==> src/rtl/serial_adder_pkg.sv <==
// Shared definitions for the bit-serial adder: FSM state encoding and default width.
package serial_adder_pkg;

    typedef enum logic [1:0] {
        ST_IDLE = 2'd0,
        ST_RUN  = 2'd1,
        ST_DONE = 2'd2
    } state_t;

    localparam int unsigned DEFAULT_WIDTH = 8;

endpackage

==> src/rtl/serial_adder_full_adder.sv <==
// Existing 1-bit full-adder cell used as the serial adder's only arithmetic element.
module FullAdder (
    input  logic a,
    input  logic b,
    input  logic cin,
    output logic sum,
    output logic cout
);

    assign sum  = a ^ b ^ cin;
    assign cout = (a & b) | (cin & (a ^ b));

endmodule

==> src/rtl/serial_adder.sv <==
// Bit-serial adder: LSB-first, one bit per cycle through a single full-adder cell
// and a carry flop; result registers update only when the last bit is processed.
module serial_adder
    import serial_adder_pkg::*;
#(
    parameter int unsigned WIDTH = DEFAULT_WIDTH
) (
    input  logic             clk,
    input  logic             rst,
    input  logic             start,
    input  logic [WIDTH-1:0] a,
    input  logic [WIDTH-1:0] b,
    input  logic             cin,
    output logic             busy,
    output logic             done,
    output logic [WIDTH-1:0] sum,
    output logic             cout
);

    localparam int unsigned    CW       = $clog2(WIDTH + 1);
    localparam logic [CW-1:0]  LAST_BIT = CW'(WIDTH - 1);

    state_t           state_q, state_d;
    logic [WIDTH-1:0] a_sh_q, a_sh_d;
    logic [WIDTH-1:0] b_sh_q, b_sh_d;
    logic [WIDTH-1:0] res_sh_q, res_sh_d;
    logic             carry_q, carry_d;
    logic [CW-1:0]    cnt_q, cnt_d;
    logic [WIDTH-1:0] sum_q, sum_d;
    logic             cout_q, cout_d;

    logic fa_sum;
    logic fa_cout;

    FullAdder u_fa (
        .a    (a_sh_q[0]),
        .b    (b_sh_q[0]),
        .cin  (carry_q),
        .sum  (fa_sum),
        .cout (fa_cout)
    );

    always_comb begin
        state_d  = state_q;
        a_sh_d   = a_sh_q;
        b_sh_d   = b_sh_q;
        res_sh_d = res_sh_q;
        carry_d  = carry_q;
        cnt_d    = cnt_q;
        sum_d    = sum_q;
        cout_d   = cout_q;

        case (state_q)
            ST_IDLE, ST_DONE: begin
                if (start) begin
                    a_sh_d  = a;
                    b_sh_d  = b;
                    carry_d = cin;
                    cnt_d   = '0;
                    state_d = ST_RUN;
                end else if (state_q == ST_DONE) begin
                    state_d = ST_IDLE;
                end
            end
            ST_RUN: begin
                // Shift-then-insert keeps the MSB write legal even when WIDTH is 1.
                res_sh_d           = res_sh_q >> 1;
                res_sh_d[WIDTH-1]  = fa_sum;
                carry_d            = fa_cout;
                a_sh_d             = a_sh_q >> 1;
                b_sh_d             = b_sh_q >> 1;
                cnt_d              = cnt_q + CW'(1);
                if (cnt_q == LAST_BIT) begin
                    sum_d   = res_sh_d;
                    cout_d  = fa_cout;
                    state_d = ST_DONE;
                end
            end
            default: state_d = ST_IDLE;
        endcase
    end

    always_ff @(posedge clk) begin
        if (rst) begin
            state_q  <= ST_IDLE;
            a_sh_q   <= '0;
            b_sh_q   <= '0;
            res_sh_q <= '0;
            carry_q  <= 1'b0;
            cnt_q    <= '0;
            sum_q    <= '0;
            cout_q   <= 1'b0;
        end else begin
            state_q  <= state_d;
            a_sh_q   <= a_sh_d;
            b_sh_q   <= b_sh_d;
            res_sh_q <= res_sh_d;
            carry_q  <= carry_d;
            cnt_q    <= cnt_d;
            sum_q    <= sum_d;
            cout_q   <= cout_d;
        end
    end

    assign busy = (state_q == ST_RUN);
    assign done = (state_q == ST_DONE);
    assign sum  = sum_q;
    assign cout = cout_q;

endmodule

==> config.mk <==
export PLATFORM = sky130hd
export DESIGN_NAME = serial_adder
export DESIGN_NICKNAME = d
export VERILOG_FILES = /design/src/rtl/serial_adder_pkg.sv /design/src/rtl/serial_adder_full_adder.sv /design/src/rtl/serial_adder.sv
export SDC_FILE = /design/constraint.sdc
export NUM_CORES = 1
export LEC_CHECK = 0
export CORE_MARGIN = 1
export CORE_UTILIZATION = 46
export DETAILED_ROUTE_END_ITERATION = 10
export PLACE_DENSITY_LB_ADDON = 0.25
export SLEW_MARGIN = 20
export SYNTH_ARGS = -nofsm -noshare
export SYNTH_HDL_FRONTEND = slang
export SYNTH_HIERARCHICAL = 1
export SYNTH_SLANG_ARGS = --single-unit
==> constraint.sdc <==
create_clock -name clk -period 1.2 [get_ports clk]
set_clock_uncertainty 0.05 [all_clocks]
set_input_delay 0.18 -clock clk [delete_from_list [all_inputs] [get_ports clk]]
set_output_delay 0.18 -clock clk [all_outputs]
set_load 0.05 [all_outputs]
==> flow_metrics.env <==
export IMPL_status="complete, but fails checks"
export IMPL_violations="setup timing"
export IMPL_irDropWorstVdd_mv=0.8890
export IMPL_crit_type="reg2out"
export IMPL_finalNetCount=241
export IMPL_final_common_cell="dfxtp_1"
export IMPL_final_hold_violation_count=0
export IMPL_worst_pin_slew_ns=0.2714
export IMPL_crit_arrival_ns=1.09
export IMPL_fin_area_mm2=0.002387
export IMPL_clockPowerShare_pct=32.0
export IMPL_insertion_delay_ns=0.34
export IMPL_setup_slack_ns=-0.1197
export IMPL_finalCritPeriodShare_pct=110.0
export IMPL_placementRows=21
export IMPL_netlist_area_mm2=0.001654
export IMPL_die_w_um=61.97
export IMPL_cts_htree_levels=2
export IMPL_relSlewSlack_pct=81.87
export IMPL_holdPathStages=3
export IMPL_syn_area_per_cell_um2=9.345
export IMPL_cts_buffer_depth=2
export IMPL_dr_pass1_iters=4
export IMPL_reg2reg_depth=5
export IMPL_hold_end="a_sh_q[7]"
export IMPL_first_global_vias=1286
export IMPL_worst_hold_slack_ns=0.3246
export IMPL_multi_input_comb_area_um2=850.8
export IMPL_via_per_inst=5.260
export IMPL_syn_nets=199
export IMPL_clkTransAtPathRegs_ns=0.11
export IMPL_dp_slack_ns=-0.3067
export IMPL_floorplan_initialDensity_pct=48.80
export IMPL_final_antenna_net_count=0
export IMPL_overflow=0
export IMPL_die_area_mm2=0.003840
export IMPL_vias=1394
export IMPL_finish_utilization_pct=70.43
export IMPL_drt_iter0_drc=38
export IMPL_cts_made_buffers=5
export IMPL_regArea_um2=785.8
export IMPL_port_buffers=30
export IMPL_dpl_hpwl_mm=2.326
export IMPL_max_freq_mhz=757.7
export IMPL_synthesis_instances=177
export IMPL_rsz0062_at_grt="true"
export IMPL_power_internal_uw=1985
export IMPL_core_area_mm2=0.003390
export IMPL_grt_pass1_wl_mm=5.616
export IMPL_rr_startpoint="cnt_q[0]"
export IMPL_p_leak_uw=0.0008466
export IMPL_fillers=259
export IMPL_antenna_found_initial=0
export IMPL_drc=0
export IMPL_synth_seq_cells=39
export IMPL_combPwrFrac_pct=15.4
export IMPL_total_power_uw=2628
export IMPL_hp_class="in2reg"
export IMPL_p_sw_uw=642.6
export IMPL_cap_viol_max_count=0
export IMPL_cts_tree="yes"
export IMPL_ys_seq_area_share_pct=47.20
export IMPL_die_h_um=61.97
export IMPL_cts_root_buf="clkbuf_4"
export IMPL_rrSetupSlack_ns=-0.05
export IMPL_num_io_pins=31
export IMPL_maxSlewViolCount=0
export IMPL_endpoint_kind="output pin"
export IMPL_grt_max_degree=32
export IMPL_clock_sink_count=39
export IMPL_totalWireLength_mm=3.500
export IMPL_power_density_mw_per_mm2=1101
export IMPL_rr_endpoint="sum[1]"
export IMPL_critical_path_max_fanout=3
export IMPL_wl_per_cell_um=13.21
export IMPL_min_period_ns=1.320
export IMPL_drive_gt1_share_pct=25.57
export IMPL_pwr_share_seq_pct=52.5
export IMPL_crit_required_ns=0.97
export IMPL_place_gp_congestion=0.7027
export IMPL_start_kind="flip-flop"
export IMPL_yosysWarnings=6
export IMPL_area_growth_pct=44.33
export IMPL_ys_types=26
export IMPL_grt_use_total_pct=20.42
export IMPL_setup_viol=20
export IMPL_place_area_mm2=0.002182
export IMPL_hold_start="a[7]"
export IMPL_swShare_pct=24.45
export IMPL_final_cell_mix="35 x dfxtp_1, 27 x a21oi_1, 20 x nand2b_1"
export IMPL_diodes=0
## sequential cells by signal, indices dropped and copies added, names as in the netlist
signal / count
res_sh_q: 7
cnt_q: 4
b_sh_q: 8
sum: 8
state_q: 2
a_sh_q: 8
carry_q: 1
cout: 1
## logic make-up after synthesis
| logic type | Yosys count | share of synthesized area, % |
|---|---|---|
| AND/OR/NAND/NOR | 66 | 21.71 |
| AO/OA/AOI/OAI | 44 | 16.04 |
| flip-flops | 39 | 47.20 |
| buffers and inverters | 15 | 6.050 |
| multiplexers | 11 | 7.035 |
| adder cells (fa/ha/maj) | 2 | 1.967 |
## cells in the mapped netlist, drive strengths merged
cell	count	area share, %
nand3	19	5.7
nor2b	2	0.76
nor2	3	1.7
a21oi	28	8.5
nand2	17	3.9
nor3b	1	0.45
mux2i	9	5.4
nor3	1	0.30
a211oi	1	0.76
buf	11	5.1
nand3b	1	0.45
dfxtp	39	47
fa	1	1.2
a22oi	15	6.8
mux2	2	1.6
clkbuf	3	0.68
ha	1	0.76
clkinv	1	0.30
nand2b	21	8.1
nand4	1	0.38
## area by class of cell
cell class              instances  share of cell area (%)
inverters                       1                  0.3669
repair buffers                 48                   25.68
clock buffers                   6                   1.730
well taps                      46                   2.411
flip-flops and latches         39                   32.91
multi-input cells             124                   35.64
clock inverters                 1                   1.258
## how the worst max path moves through the flow
stage,startpoint,to,slack [ns],depth (start not counted)
floorplan,cnt_q[1],cout,-0.02,4
global placement,start,a_sh_q[4],-0.24,5
detailed placement,start,b_sh_q[6],-0.31,5
CTS,state_q[0],done,-0.14,3
global route,state_q[0],done,-0.17,3
finish,state_q[0],done,-0.12,3
## critical path, stage by stage, from the launching register on
cell	delay (ns)
dfxtp_2	0.36
buf_6	0.12
nor2b_4	0.12
buf_12	0.14
## timing repair
| action | CTS | global route |
|---|---|---|
| endpoints found under the setup margin | 29 | 40 |
| cloned | 1 | 0 |
| gates resized for setup | 12 | 10 |
| setup buffers | 3 | 0 |
| pin swaps | 5 | 3 |
| hold buffers | 0 | 0 |
## power groups by stage
stage	clock, µW	sequential (µW)	combinational, µW
6_report	842	1380	405
5_1_grt	929	1390	436
4_1_cts	867	1380	385
3_5_place_dp	0	1400	354
3_3_place_gp	0	1400	343
2_1_floorplan	0	1400	221
## through the flow
stage / instances / TNS [ns]
floorplan: 177 / -0.1631
global placement: 254 / -5.172
detailed placement: 254 / -6.664
CTS: 265 / -0.7851
global route: 265 / -2.509
finish: 265 / -0.6092
## layer usage
layer | track usage, % | vias to the layer above | share of wire, %
met1 | 21.76 | 640 | 40
met4 | 9.524 | 0 | 0.89
li1 | - | 705 | -
met2 | 36.78 | 43 | 54
met3 | 6.004 | 6 | 4.9
met5 | 0 | - | 0
Power figures use the tool's default switching activity.
